`src/rtl/arm_mem_pkg.sv`:
```
// Shared widths, default arbitration limits and FSM state encoding for the
// instruction/data memory arbiter.
package arm_mem_pkg;
  localparam int ADDR_W = 32;
  localparam int DATA_W = 32;
  localparam int DEF_STARVE_LIMIT = 3;
  localparam int DEF_TIMEOUT = 15;

  typedef enum logic [1:0] {
    ST_IDLE    = 2'd0,
    ST_BUSY_IF = 2'd1,
    ST_BUSY_D  = 2'd2,
    ST_RESP    = 2'd3
  } arbState_t;
endpackage

```
`src/rtl/mem_arbiter_if.sv`:
```
// Bundle of fetch port, data port and single-port memory signals around the arbiter.
interface mem_arbiter_if;
  import arm_mem_pkg::*;

  // Requesters hold *_req (and address/data) until their one-cycle *_ready;
  // the memory answers a held mem_req with a one-cycle mem_ack.
  logic              if_req;
  logic [ADDR_W-1:0] if_addr;
  logic [DATA_W-1:0] if_rdata;
  logic              if_ready;
  logic              d_req;
  logic              d_we;
  logic [ADDR_W-1:0] d_addr;
  logic [DATA_W-1:0] d_wdata;
  logic [DATA_W-1:0] d_rdata;
  logic              d_ready;
  logic              mem_req;
  logic              mem_we;
  logic [ADDR_W-1:0] mem_addr;
  logic [DATA_W-1:0] mem_wdata;
  logic [DATA_W-1:0] mem_rdata;
  logic              mem_ack;
  logic              err;
  logic              stall_if;

  modport slave (
    input  if_req, if_addr, d_req, d_we, d_addr, d_wdata, mem_rdata, mem_ack,
    output if_rdata, if_ready, d_rdata, d_ready, mem_req, mem_we, mem_addr,
           mem_wdata, err, stall_if
  );

  modport master (
    output if_req, if_addr, d_req, d_we, d_addr, d_wdata, mem_rdata, mem_ack,
    input  if_rdata, if_ready, d_rdata, d_ready, mem_req, mem_we, mem_addr,
           mem_wdata, err, stall_if
  );
endinterface

```
`src/rtl/mem_timeout.sv`:
```
// Watchdog counting BUSY cycles without a memory acknowledge; expired fires on
// the TIMEOUT-th such cycle so the abort edge lands exactly TIMEOUT cycles in.
module mem_timeout
  import arm_mem_pkg::*;
#(
  parameter int TIMEOUT = DEF_TIMEOUT,
  localparam int CW = (TIMEOUT < 2) ? 1 : $clog2(TIMEOUT + 1)
) (
  input  logic clk,
  input  logic reset,
  input  logic clear,
  input  logic enable,
  output logic expired
);
  logic [CW-1:0] waitCnt;

  assign expired = enable && (waitCnt == CW'(TIMEOUT - 1));

  always_ff @(posedge clk or negedge reset) begin
    if (!reset) begin
      waitCnt <= '0;
    end else if (clear) begin
      waitCnt <= '0;
    end else if (enable && (waitCnt != CW'(TIMEOUT))) begin
      waitCnt <= waitCnt + 1'b1;
    end
  end
endmodule

```
`src/rtl/mem_arbiter.sv`:
```
// Arbitrates a fetch port and a data port onto one single-port memory, preferring
// data but forcing a fetch after STARVE_LIMIT data grants, with a no-ack watchdog.
module mem_arbiter
  import arm_mem_pkg::*;
#(
  parameter int STARVE_LIMIT = DEF_STARVE_LIMIT,
  parameter int TIMEOUT = DEF_TIMEOUT
) (
  input  logic         clk,
  input  logic         reset,
  mem_arbiter_if.slave bus,
  output logic [1:0]   dbgState
);
  localparam logic [1:0] IDLE    = ST_IDLE;
  localparam logic [1:0] BUSY_IF = ST_BUSY_IF;
  localparam logic [1:0] BUSY_D  = ST_BUSY_D;
  localparam logic [1:0] RESP    = ST_RESP;
  localparam int SW = (STARVE_LIMIT < 2) ? 1 : $clog2(STARVE_LIMIT + 1);

  logic [1:0]    state;
  logic [SW-1:0] starveCnt;
  logic          starved;
  logic          inBusy;
  logic          grantD;
  logic          grantIf;
  logic          expired;

  assign inBusy  = (state == BUSY_IF) || (state == BUSY_D);
  assign starved = (starveCnt == SW'(STARVE_LIMIT));
  assign grantD  = (state == IDLE) && bus.d_req && !(bus.if_req && starved);
  assign grantIf = (state == IDLE) && bus.if_req && !grantD;

  // Reset gating keeps the stall output low while the arbiter is held in reset.
  assign bus.stall_if = reset && bus.if_req && !bus.if_ready;
  assign dbgState     = state;

  mem_timeout #(.TIMEOUT(TIMEOUT)) uWatchdog (
    .clk     (clk),
    .reset   (reset),
    .clear   (grantD || grantIf),
    .enable  (inBusy && !bus.mem_ack),
    .expired (expired)
  );

  always_ff @(posedge clk or negedge reset) begin
    if (!reset) begin
      state         <= IDLE;
      starveCnt     <= '0;
      bus.mem_req   <= 1'b0;
      bus.mem_we    <= 1'b0;
      bus.mem_addr  <= '0;
      bus.mem_wdata <= '0;
      bus.if_rdata  <= '0;
      bus.if_ready  <= 1'b0;
      bus.d_rdata   <= '0;
      bus.d_ready   <= 1'b0;
      bus.err       <= 1'b0;
    end else begin
      case (state)
        IDLE: begin
          if (grantD || grantIf) begin
            state         <= grantD ? BUSY_D : BUSY_IF;
            bus.mem_req   <= 1'b1;
            bus.mem_we    <= grantD && bus.d_we;
            bus.mem_addr  <= grantD ? bus.d_addr : bus.if_addr;
            bus.mem_wdata <= grantD ? bus.d_wdata : '0;
            if (grantIf) begin
              starveCnt <= '0;
            end else if (bus.if_req && !starved) begin
              starveCnt <= starveCnt + 1'b1;
            end
          end
        end
        BUSY_IF, BUSY_D: begin
          if (bus.mem_ack || expired) begin
            state       <= RESP;
            bus.mem_req <= 1'b0;
            bus.mem_we  <= 1'b0;
            bus.err     <= !bus.mem_ack;
            if (state == BUSY_D) begin
              bus.d_ready <= 1'b1;
              // A completed write leaves the last load data in place.
              if (!(bus.mem_ack && bus.mem_we)) begin
                bus.d_rdata <= bus.mem_ack ? bus.mem_rdata : '0;
              end
            end else begin
              bus.if_ready <= 1'b1;
              bus.if_rdata <= bus.mem_ack ? bus.mem_rdata : '0;
            end
          end
        end
        RESP: begin
          state        <= IDLE;
          bus.if_ready <= 1'b0;
          bus.d_ready  <= 1'b0;
          bus.err      <= 1'b0;
        end
        default: state <= IDLE;
      endcase
    end
  end
endmodule

```
`src/flat_wrapper.sv`:
```
// flat-port wrapper written by rule: the top's interface ports become plain ports
module mem_arbiter_flat import arm_mem_pkg::*;
#(
  parameter int STARVE_LIMIT = DEF_STARVE_LIMIT,
  parameter int TIMEOUT = DEF_TIMEOUT
)
  (clk, reset, dbgState, bus_if_req, bus_if_addr, bus_d_req, bus_d_we, bus_d_addr, bus_d_wdata, bus_mem_rdata, bus_mem_ack, bus_if_rdata, bus_if_ready, bus_d_rdata, bus_d_ready, bus_mem_req, bus_mem_we, bus_mem_addr, bus_mem_wdata, bus_err, bus_stall_if);
  mem_arbiter_if bus_i ();
  input  logic clk;
  input  logic reset;
  output logic [1:0] dbgState;
  input wire logic [$bits(bus_i.if_req)-1:0] bus_if_req;
  input wire logic [$bits(bus_i.if_addr)-1:0] bus_if_addr;
  input wire logic [$bits(bus_i.d_req)-1:0] bus_d_req;
  input wire logic [$bits(bus_i.d_we)-1:0] bus_d_we;
  input wire logic [$bits(bus_i.d_addr)-1:0] bus_d_addr;
  input wire logic [$bits(bus_i.d_wdata)-1:0] bus_d_wdata;
  input wire logic [$bits(bus_i.mem_rdata)-1:0] bus_mem_rdata;
  input wire logic [$bits(bus_i.mem_ack)-1:0] bus_mem_ack;
  output wire logic [$bits(bus_i.if_rdata)-1:0] bus_if_rdata;
  output wire logic [$bits(bus_i.if_ready)-1:0] bus_if_ready;
  output wire logic [$bits(bus_i.d_rdata)-1:0] bus_d_rdata;
  output wire logic [$bits(bus_i.d_ready)-1:0] bus_d_ready;
  output wire logic [$bits(bus_i.mem_req)-1:0] bus_mem_req;
  output wire logic [$bits(bus_i.mem_we)-1:0] bus_mem_we;
  output wire logic [$bits(bus_i.mem_addr)-1:0] bus_mem_addr;
  output wire logic [$bits(bus_i.mem_wdata)-1:0] bus_mem_wdata;
  output wire logic [$bits(bus_i.err)-1:0] bus_err;
  output wire logic [$bits(bus_i.stall_if)-1:0] bus_stall_if;
  assign bus_i.if_req = bus_if_req;
  assign bus_i.if_addr = bus_if_addr;
  assign bus_i.d_req = bus_d_req;
  assign bus_i.d_we = bus_d_we;
  assign bus_i.d_addr = bus_d_addr;
  assign bus_i.d_wdata = bus_d_wdata;
  assign bus_i.mem_rdata = bus_mem_rdata;
  assign bus_i.mem_ack = bus_mem_ack;
  assign bus_if_rdata = bus_i.if_rdata;
  assign bus_if_ready = bus_i.if_ready;
  assign bus_d_rdata = bus_i.d_rdata;
  assign bus_d_ready = bus_i.d_ready;
  assign bus_mem_req = bus_i.mem_req;
  assign bus_mem_we = bus_i.mem_we;
  assign bus_mem_addr = bus_i.mem_addr;
  assign bus_mem_wdata = bus_i.mem_wdata;
  assign bus_err = bus_i.err;
  assign bus_stall_if = bus_i.stall_if;
  mem_arbiter #(.STARVE_LIMIT(STARVE_LIMIT), .TIMEOUT(TIMEOUT)) u_core (.clk(clk), .reset(reset), .bus(bus_i), .dbgState(dbgState));
endmodule
```
`config.mk`:
```
export PLATFORM = sky130hd
export DESIGN_NAME = mem_arbiter_flat
export DESIGN_NICKNAME = d
export VERILOG_FILES = /design/src/rtl/arm_mem_pkg.sv /design/src/rtl/mem_arbiter_if.sv /design/src/rtl/mem_timeout.sv /design/src/rtl/mem_arbiter.sv /design/src/flat_wrapper.sv
export SDC_FILE = /design/constraint.sdc
export NUM_CORES = 1
export LEC_CHECK = 0
export ABC_CLOCK_PERIOD_IN_PS = 2400
export BUFFER_PORTS_ARGS = -buffer_cell sky130_fd_sc_hd__buf_2
export CORE_UTILIZATION = 25
export CTS_CLUSTER_SIZE = 28
export DETAILED_ROUTE_END_ITERATION = 10
export SLEW_MARGIN = 25
export SYNTH_ARGS = -nofsm -noshare
export SYNTH_HDL_FRONTEND = slang
export SYNTH_SLANG_ARGS = --single-unit
```
`constraint.sdc`:
```
create_clock -name clk -period 2.4 [get_ports clk]
set_input_delay 0.12 -clock clk [delete_from_list [all_inputs] [get_ports clk]]
set_output_delay 0.12 -clock clk [all_outputs]
set_load 0.03 [all_outputs]
```
==> results of run 1 <==
[sequential cells by signal (all words and copies together) (netlist names)]
name / cells
u_core.bus.d_rdata: 32
u_core.bus.if_rdata: 32
u_core.bus.mem_addr: 32
u_core.bus.mem_wdata: 32
u_core.uWatchdog.waitCnt: 4
u_core.dbgState: 2
u_core.starveCnt: 2
u_core.bus.d_ready: 1
u_core.bus.err: 1
u_core.bus.if_ready: 1
u_core.bus.mem_req: 1
u_core.bus.mem_we: 1
[final cells by class]
cell class | instances | area [um2]
fill | 2353 | 13900
sequential | 141 | 3530
timing repair buffer | 416 | 2820
multi-input combinational | 354 | 2190
clock buffer | 17 | 425
tap | 319 | 399
clock inverter | 14 | 208
inverter | 6 | 22.5
[stage by stage]
| stage | total power [mW] | utilization, % | cell area, um2 | instances | setup slack (ns) |
|---|---|---|---|---|---|
| 3_3_place_gp | 9.86 | 32.4 | 7620 | 1105 | 0.387 |
| 3_5_place_dp | 9.92 | 32.4 | 7620 | 1105 | 0.303 |
| 5_1_grt | 14.3 | 40.8 | 9600 | 1267 | 0.0124 |
| 4_1_cts | 13.5 | 40.6 | 9560 | 1266 | 0.0205 |
| 6_report | 13.5 | 40.8 | 9600 | 1267 | 0.179 |
| 2_1_floorplan | 8.13 | - | 6010 | 553 | 0.526 |
[how the worst max path moves through the flow]
| stage | slack, ns | endpoint | startpoint |
|---|---|---|---|
| 2_1_floorplan | 0.53 | u_core.uWatchdog.waitCnt[3] | u_core.dbgState[0] |
| 3_3_place_gp | 0.39 | u_core.bus.d_rdata[19] | u_core.dbgState[0] |
| 3_5_place_dp | 0.30 | u_core.bus.d_rdata[19] | u_core.dbgState[0] |
| 4_1_cts | 0.02 | u_core.bus.mem_addr[23] | u_core.dbgState[0] |
| 5_1_grt | 0.01 | u_core.bus.mem_addr[12] | u_core.dbgState[0] |
| 6_report | 0.18 | u_core.bus.mem_addr[0] | u_core.dbgState[0] |
[synthesized netlist by cell type, types with 2 or more instances]
cell        n
a22o_1     66
a31oi_1    32
a21oi_1     2
nand3_1     3
inv_1       6
nor2b_1     3
mux2i_1     2
buf_6       3
and2_1      2
o21ai_0    24
nand2_1    67
clkbuf_1   12
and3_1      5
or3_1       2
nand4_1    32
buf_4       8
buf_2      28
ha_1        8
dfrtp_1   141
a41o_1      2
o21ai_1    45
mux2_1      2
nor2_1     35
[power groups by stage]
| stage | clock network (mW) | logic [mW] | registers [mW] |
|---|---|---|---|
| after global routing | 3.08 | 7.07 | 4.17 |
| final | 2.88 | 6.58 | 4.04 |
| after floorplan | 0 | 2.10 | 6.03 |
| after CTS | 2.98 | 6.47 | 4.03 |
| after detailed placement | 0 | 5.89 | 4.03 |
| after global placement | 0 | 5.80 | 4.05 |
[worst min-delay path, stage by stage]
cell and delay (ns):
buf_2 0.17, nand2_1 0.13, a21o_1 0.12
[logic make-up (layout without fill, tap and decap cells)]
group / count (synthesis) / count (layout)
fa+ha+maj: 8 / 8
simple gates: 156 / 156
compound gates: 185 / 185
flops: 141 / 141
buf+inv: 58 / 453
mux: 5 / 5
[per-layer routing]
layer  global-route usage [%]  share of wire [%]  vias to the layer above
li1                         -                  -                     2799
met1                     19.7                 44                     2855
met2                     27.9                 48                      251
met3                     4.30                6.1                       25
met4                     5.87                1.6                        0
met5                        0                  0                        -
[what timing repair did]
item / in CTS / in global routing
hold buffers: 130 / 0
resized for setup: 0 / 3
endpoints found under the setup margin: 0 / 30
endpoints found under the hold margin: 165 / 0
==> impl_metrics.py, run 1 <==
metrics = {
    "critical_path": {
        "critPathRequiredTime_ns": 2.69,
        "critPathMaxStageDelay_ns": 0.57,
        "r2r_setup_slack_ns": 0.18,
        "timing.rr.end": "u_core.bus.mem_addr[0]",
        "r2r_cells": 7,
        "r2r-start": "u_core.dbgState[0]",
        "endpoint_kind": "flop",
        "cp_data_arrival_time_ns": 2.52,
        "cp_cell_sequence": "inv_1 > ha_4 > nand2_2 > buf_4 > o21ai_0 > a31oi_1 > dlygate4sd3_1",
        "crit_cells": 7,
        "path_buf_inv": 3,
        "criticalPathCategory": "flop to flop",
        "cp_slowest_cell": "dlygate4sd3_1",
        "critPathTopFamily": "buffers and inverters",
        "path_max_fanout": 32,
        "cp-start-kind": "flop",
    },
    "clocking": {
        "cts_setup_buffers": 0,
        "clockRootBuffer": "clkbuf_16",
        "clkSlewWorstSetupHoldPaths_ns": 0.06,
        "clk_path_buf_depth": 2,
        "numCtsBuffers": 17,
        "clk_latency_ns": 0.41,
        "htree_levels": 4,
        "tritoncts": "done",
        "clkSinkCount": 141,
    },
    "placed_design": {
        "place.port_buffers": 269,
        "dp_hpwl_mm": 12.1,
        "gp_routability_congestion": 0.728,
    },
    "synthesis": {
        "syn_area_mm2": 0.00601,
        "synth_fa_ha_area_share_pct": 1.67,
        "synth_warnings": 0,
        "synth-simple-area-share_pct": 12.2,
        "syn_area_per_cell_um2": 10.9,
        "synth_fp_nets": 695,
        "synth-compound-area-share_pct": 21.5,
        "synth_edf_count": 0,
        "synth_mux_area_share_pct": 0.895,
        "synthDistinctLibCells": 46,
        "yosysTopAreaCell": "dfrtp_1",
        "synth-xor-area-share_pct": 0,
        "synth_area_leaders": "dfrtp_1, a22o_1, nand2_1, o21ai_1, a31oi_1",
        "ys_seq_elements": 141,
        "async_reset_ff_share_pct": 100,
        "synth_top_family_by_area": "compound AO/OA/AOI/OAI gates",
        "yosysSeqAreaShare_pct": 58.7,
        "synth_top_area_share_pct": 58.7,
        "yosys_most_used_dff": "dfrtp_1",
        "synthCells": 553,
    },
    "routing": {
        "drc": 0,
        "dr.pass1.iters": 5,
        "ant_nets": 0,
        "detail_route.wl_per_cell_um": 16.0,
        "detailedRoute.firstIterationViolations": 412,
        "drt-total-wl_mm": 20.3,
        "via_count": 5930,
        "avgViaCountPerCell": 4.68,
    },
    "worst_hold_path": {
        "min_delay_worst_endpoint": "u_core.starveCnt[0]",
        "hp-start": "bus_if_req",
        "hold-path-cell-count": 3,
        "hp-class": "input pin to flop",
    },
    "sta": {
        "hold_ws_ns": 0.169,
        "finalHoldViolCount": 0,
        "drv_slew": 0,
        "rsz0062_at_grt": "no",
        "worst_slew_pin_slew_ns": 0.473,
        "final.setup.tns_ns": 0,
        "fmaxAchievable_mhz": 450,
        "setup_violations": 0,
        "finalClockSkew_ns": 0.00799,
        "slew_headroom_pct": 68.5,
        "fin_crit_sh_pct": 92.5,
        "timing.final.crit_period_ns": 2.22,
    },
    "floorplanning": {
        "ioPinCount": 270,
        "die-area_mm2": 0.0247,
        "core_mm2": 0.0235,
        "die_h_um": 157,
        "rows": 56,
        "die_x_um": 157,
        "start_util_pct": 25.5,
    },
    "pwr": {
        "power.switching_mw": 5.84,
        "p_clk_share_pct": 21.3,
        "p_leak_nw": 4.62,
        "pwr-share-seq_pct": 29.9,
        "comb_power_share_pct": 48.8,
        "swShare_pct": 43.3,
        "p_int_mw": 7.65,
        "powerDensity_mw_per_mm2": 1410,
        "peakVddDrop_uv": 466,
    },
    "global_route": {
        "grt_pass1_wl_mm": 31.1,
        "grt.overflow.total": 0,
        "grt_pass1_vias": 5935,
        "grt_use_total_pct": 16.3,
        "grt_max_degree": 69,
        "grt_antenna_before_repair": 0,
    },
    "outcome": {
        "status": "finished clean",
    },
    "job": {
        "maxCapViolCount": 0,
    },
    "layout": {
        "antennaDiodeCount": 0,
        "nNetsFinal": 1078,
        "area_growth_pct": 59.8,
        "final_common_cell": "buf_2",
        "drive_gt1_share_pct": 34.4,
        "layout_common_cells": "buf_2, dfrtp_1, dlygate4sd3_1",
    },
}
Power figures use the tool's default switching activity.
==> run 2, diff against run 1 <==
--- a/config.mk
+++ b/config.mk
@@ -10,6 +10,7 @@
 export CORE_UTILIZATION = 25
 export CTS_CLUSTER_SIZE = 28
 export DETAILED_ROUTE_END_ITERATION = 10
+export REMOVE_ABC_BUFFERS = 1
 export SLEW_MARGIN = 25
 export SYNTH_ARGS = -nofsm -noshare
 export SYNTH_HDL_FRONTEND = slang
==> run 2 against run 1 <==
  * Non-clock buffer count fell by 3
  * Sequential power about the same
  * First-iteration DRC count down 20%
  * Hold slack got worse by 0.15 ns
  * Count of clock-buffer cells in the layout unchanged
  * Die area stayed put
  * Power down 2.3%
  * Critical endpoint is now u_core.bus.mem_addr[19]
==> impl_metrics.py, run 2 (same netlist as run 1, synthesis figures left out) <==
metrics = {
    "layout": {
        "drive_gt1_share_pct": 34.8,
        "layout_common_cells": "buf_2, dfrtp_1, dlygate4sd3_1",
        "area_growth_pct": 59.2,
        "final_common_cell": "buf_2",
        "nNetsFinal": 1075,
        "instances_no_fill": 1266,
    },
    "placed_design": {
        "place.port_buffers": 269,
        "dp.cells": 1106,
        "gp_routability_congestion": 0.761,
        "dp_hpwl_mm": 12.4,
    },
    "floorplanning": {
        "die-area_mm2": 0.0247,
        "ioPinCount": 270,
        "start_util_pct": 25.5,
        "die_h_um": 157,
        "rows": 56,
        "die_x_um": 157,
        "core_mm2": 0.0235,
    },
    "sta": {
        "finalClockSkew_ns": 0.0122,
        "hold_ws_ns": 0.0216,
        "fmaxAchievable_mhz": 444,
        "timing.final.crit_period_ns": 2.25,
        "worst_slew_pin_slew_ns": 0.499,
        "slew_headroom_pct": 66.7,
        "drv_slew": 0,
        "finalHoldViolCount": 0,
        "rsz0062_at_grt": "no",
        "setup_violations": 0,
        "fin_crit_sh_pct": 93.9,
    },
    "clocking": {
        "clockRootBuffer": "clkbuf_16",
        "tritoncts": "done",
        "clkSinkCount": 141,
        "clk_path_buf_depth": 2,
        "clk_latency_ns": 0.42,
        "htree_levels": 4,
        "clkSlewWorstSetupHoldPaths_ns": 0.07,
        "numCtsBuffers": 17,
    },
    "critical_path": {
        "cp-start-kind": "flop",
        "endpoint_kind": "flop",
        "cp_data_arrival_time_ns": 2.61,
        "critPathTopFamily": "buffers and inverters",
        "path_buf_inv": 4,
        "critPathRequiredTime_ns": 2.75,
        "critPathMostFrequentCell": "buf_6",
        "critPathMaxStageDelay_ns": 0.58,
        "path_max_fanout": 25,
        "cp_cell_sequence": "inv_1 > ha_2 > buf_6 > buf_6 > nand4_1 > a31oi_1 > dlygate4sd3_1",
        "criticalPathCategory": "flop to flop",
        "cp_slowest_cell": "dlygate4sd3_1",
    },
    "pwr": {
        "p_clk_share_pct": 21.1,
        "total_power_mw": 13.2,
        "powerDensity_mw_per_mm2": 1380,
        "power.switching_mw": 5.87,
        "swShare_pct": 44.5,
        "peakVddDrop_uv": 692,
        "comb_power_share_pct": 48.2,
        "pwr-share-seq_pct": 30.8,
        "p_leak_nw": 4.62,
        "p_int_mw": 7.32,
    },
    "routing": {
        "detailedRoute.firstIterationViolations": 330,
        "avgViaCountPerCell": 4.67,
        "dr.pass1.iters": 5,
        "detail_route.wl_per_cell_um": 15.9,
        "drc": 0,
        "via_count": 5910,
        "drt-total-wl_mm": 20.2,
        "ant_nets": 0,
    },
    "global_route": {
        "grt_use_total_pct": 16.1,
        "grt_max_degree": 68,
        "grt_pass1_vias": 5936,
        "grt.overflow.total": 0,
        "grt_antenna_before_repair": 0,
        "grt_pass1_wl_mm": 30.9,
    },
    "job": {
        "maxCapViolCount": 0,
    },
    "outcome": {
        "status": "finished clean",
    },
    "worst_hold_path": {
        "hp-class": "input pin to flop",
    },
}
[run 2: cell count changes in the layout (fill, tap and decap cells not counted), moves of 2 or more]
cell / change
bufinv_16: -2
buf_6: +3
inv_8: +2
clkinv_8: +2
buf_4: -2
dlygate4sd3_1: -4
[run 2: worst reg2reg max path: stages, from the launching register on]
cell and delay (ns):
dfrtp_1 0.41, inv_1 0.15, ha_2 0.26, buf_6 0.20, buf_6 0.25, nand4_1 0.15
a31oi_1 0.20, dlygate4sd3_1 0.58
[run 2: layer usage]
| layer | wire length, um | GRT usage, % | vias up |
|---|---|---|---|
| met1 | 8940 | 20.1 | 2882 |
| met5 | 0 | 0 | - |
| met4 | 157 | 4.53 | 0 |
| li1 | - | - | 2789 |
| met2 | 9840 | 27.5 | 226 |
| met3 | 1250 | 3.88 | 13 |
[run 2: worst paths after layout]
| check | depth (start not counted) | end | slack, ns | from |
|---|---|---|---|---|
| max | 7 | u_core.bus.mem_addr[19] | 0.15 | u_core.dbgState[0] |
| min | 3 | u_core.bus.mem_addr[10] | 0.02 | bus_if_addr[10] |
| max reg2reg | 7 | u_core.bus.mem_addr[19] | 0.15 | u_core.dbgState[0] |
| min reg2reg | 1 | u_core.bus.d_ready | 0.49 | u_core.bus.d_ready |
| max in group asynchronous | 3 | u_core.bus.if_rdata[2] | 1.38 | reset |
| min in group asynchronous | 2 | u_core.bus.if_rdata[29] | 0.18 | reset |
[run 2: timing repair]
item	in CTS	in global routing
hold buffers	126	0
setup buffers	0	0
resized for setup	0	7
endpoints found under the hold margin	163	0
setup endpoints to repair	0	18
[run 2: metrics by stage]
step                      worst slack (ns)  utilization [%]  setup TNS, ns  cell area [um2]
after floorplan                      -1.00                -         -43.39             5730
after global placement               0.408             32.4              0             7630
after detailed placement             0.321             32.4              0             7630
after CTS                           0.0949             40.4              0             9510
after global routing                0.0149             40.6              0             9560
final                                0.147             40.6              0             9570
[run 2: cell type report]
type	instances	area, um2
fillers	2244	14000
flip-flops and latches	141	3530
repair buffers	413	2800
multi-input cells	354	2190
clock buffers	17	425
well taps	319	399
clock inverters	15	195
inverters	6	22.5
diodes	1	2.50
[run 2: power by group through the flow]
stage / clock network [mW] / logic, mW / registers [mW]
2_1_floorplan: 0 / 1.90 / 6.03
6_report: 2.78 / 6.35 / 4.06
3_5_place_dp: 0 / 5.88 / 4.05
4_1_cts: 2.88 / 6.28 / 4.04
5_1_grt: 2.97 / 6.86 / 4.18
3_3_place_gp: 0 / 5.83 / 4.04
==> run 3, diff against run 2 <==
--- a/config.mk
+++ b/config.mk
@@ -10,7 +10,9 @@
 export CORE_UTILIZATION = 25
 export CTS_CLUSTER_SIZE = 28
 export DETAILED_ROUTE_END_ITERATION = 10
+export GPL_TIMING_DRIVEN = 1
 export REMOVE_ABC_BUFFERS = 1
+export SETUP_SLACK_MARGIN = 0.5
 export SLEW_MARGIN = 25
 export SYNTH_ARGS = -nofsm -noshare
 export SYNTH_HDL_FRONTEND = slang
==> constraint.sdc (replaced) <==
create_clock -name clk -period 2.4 [get_ports clk]
set_input_delay 0.48 -clock clk [delete_from_list [all_inputs] [get_ports clk]]
set_output_delay 0.48 -clock clk [all_outputs]
set_load 0.03 [all_outputs]
==> run 3 against run 2 <==
  * Combinational power shrank 6.9%
  * Global-route usage fell by 1.1 points
  * Via count fell by 9.7%
  * Clock skew grew 0.00077 ns
  * Hold slack gained 0.092 ns
  * First-iteration DRC count is 3.6% lower
  * Count of clock-buffer cells in the layout unchanged
  * Power decreased by 2.7%
  * Largest cell class unchanged
  * Largest power group unchanged
==> impl_metrics.py, run 3 (same netlist as run 1, synthesis figures left out) <==
metrics = {
    "clocking": {
        "clkSinkCount": 141,
        "cts_hold_buf": 0,
        "clk_path_buf_depth": 2,
        "numCtsBuffers": 17,
        "htree_levels": 4,
        "clockRootBuffer": "clkbuf_16",
        "clkSlewWorstSetupHoldPaths_ns": 0.06,
        "cts_setup_buffers": 0,
        "cts_resized": 5,
        "clk_latency_ns": 0.42,
        "tritoncts": "done",
    },
    "critical_path": {
        "cp_slowest_cell": "dfrtp_1",
        "cp_data_arrival_time_ns": 2.11,
        "critPathMaxStageDelay_ns": 0.41,
        "cp_cell_sequence": "inv_1 > ha_4 > buf_4 > o21ai_4 > mux2_1 > a22o_1",
        "endpoint_kind": "flop",
        "crit_cells": 6,
        "critPathTopFamily": "buffers and inverters",
        "r2r-start": "u_core.dbgState[0]",
        "path_max_fanout": 17,
        "startpoint": "u_core.dbgState[0]",
        "path_buf_inv": 2,
        "cp-start-kind": "flop",
        "criticalPathCategory": "flop to flop",
        "critPathRequiredTime_ns": 2.70,
        "r2r_cells": 6,
    },
    "sta": {
        "drv_slew": 0,
        "rsz0062_at_grt": "yes",
        "setup_violations": 0,
        "fin_crit_sh_pct": 75.5,
        "worst_slew_pin_slew_ns": 0.897,
        "fmaxAchievable_mhz": 552,
        "fin_ws_ns": 0.588,
        "slew_headroom_pct": 40.2,
        "timing.final.crit_period_ns": 1.81,
        "finalHoldViolCount": 0,
        "finalClockSkew_ns": 0.0130,
    },
    "layout": {
        "nNetsFinal": 948,
        "antennaDiodeCount": 0,
        "final_core_util_pct": 35.4,
        "drive_gt1_share_pct": 40.2,
        "final_area_mm2": 0.00834,
        "final_common_cell": "buf_2",
        "layout_common_cells": "buf_2, dfrtp_1, nand2_1",
        "area_growth_pct": 38.8,
    },
    "global_route": {
        "grtUsageMet2_pct": 24.4,
        "met3_usage_pct": 4.54,
        "grt_antenna_before_repair": 0,
        "gr-usage-met1_pct": 19.1,
        "grt_pass1_vias": 5241,
        "grt.busiest_layer": "met2",
        "grt_max_degree": 142,
        "grt.overflow.total": 0,
        "grt_pass1_wl_mm": 28.7,
        "grt_use_total_pct": 15.0,
    },
    "routing": {
        "via_count": 5335,
        "drc": 0,
        "detailedRoute.firstIterationViolations": 318,
        "detail_route.wl_per_cell_um": 16.1,
        "dr.pass1.iters": 4,
        "avgViaCountPerCell": 4.69,
        "drt-total-wl_mm": 18.4,
        "ant_nets": 0,
    },
    "floorplanning": {
        "ioPinCount": 270,
        "rows": 56,
        "die_x_um": 157,
        "die_h_um": 157,
        "die-area_mm2": 0.0247,
        "start_util_pct": 25.5,
        "core_mm2": 0.0235,
    },
    "pwr": {
        "powerDensity_mw_per_mm2": 1540,
        "peakVddDrop_uv": 580,
        "p_clk_share_pct": 22.5,
        "total_power_mw": 12.8,
        "swShare_pct": 44.8,
        "p_int_mw": 7.08,
        "pwr-share-seq_pct": 31.5,
        "power.switching_mw": 5.75,
        "comb_power_share_pct": 46.0,
        "p_leak_nw": 4.11,
    },
    "worst_hold_path": {
        "hp-class": "input pin to async pin",
    },
    "job": {
        "maxCapViolCount": 0,
    },
    "placed_design": {
        "dp_slack_ns": 0.314,
        "place.port_buffers": 269,
        "gp_routability_congestion": 0.779,
        "dp_hpwl_mm": 12.4,
        "place_area_mm2": 0.00764,
    },
    "outcome": {
        "status": "finished clean",
    },
}
run 3: changes by cell type in the layout (fill, tap and decap cells not counted), sizes merged:
cell,previous run,this run
dlygate4sd3,126,0
inv,14,12
bufinv,2,3
clkbuf,18,17
clkinv,4,5
diode,1,0
run 3: worst reg2reg max path, cell delays in order (launching register included):
cell	delay (ns)
dfrtp_1	0.41
inv_1	0.17
ha_4	0.20
buf_4	0.27
o21ai_4	0.11
mux2_1	0.32
a22o_1	0.22
run 3: metal layers:
| metal | share of wire, % | routed length (um) |
|---|---|---|
| met3 | 7.4 | 1360 |
| met5 | 0 | 0 |
| met2 | 47 | 8600 |
| met1 | 45 | 8220 |
| met4 | 1.0 | 187 |
run 3: path summary, 6_finish.rpt:
path,slack [ns],end
setup / recovery,0.59,u_core.bus.mem_req
hold reg to reg,0.49,u_core.bus.if_rdata[24]
setup reg to reg,0.59,u_core.bus.mem_req
hold / removal,0.11,u_core.bus.d_rdata[24]
max in group asynchronous,1.53,u_core.bus.mem_addr[29]
min in group clk,0.28,u_core.bus.mem_wdata[4]
run 3: power groups by stage:
stage / clock [mW] / sequential [mW] / combinational, mW
after floorplan: 0 / 6.03 / 1.90
after global placement: 0 / 4.05 / 5.82
after detailed placement: 0 / 4.05 / 5.90
after CTS: 2.97 / 4.04 / 5.90
after global routing: 3.08 / 4.17 / 6.41
final: 2.88 / 4.04 / 5.91
run 3: metrics by stage:
stage	std cells	hold WS, ns	TNS (ns)
final	1138	0.113	0
after global routing	1138	0.192	0
after CTS	1138	0.251	0
after detailed placement	1106	0.477	0
after global placement	1106	0.475	0
after floorplan	501	0.184	-43.39
run 3: layout make-up:
| cell class | instances | area, um2 |
|---|---|---|
| sequential | 141 | 3530 |
| fill | 2453 | 15200 |
| inverter | 6 | 22.5 |
| tap | 319 | 399 |
| clock buffer | 17 | 425 |
| clock inverter | 15 | 224 |
| multi-input combinational | 354 | 2200 |
| timing repair buffer | 286 | 1530 |
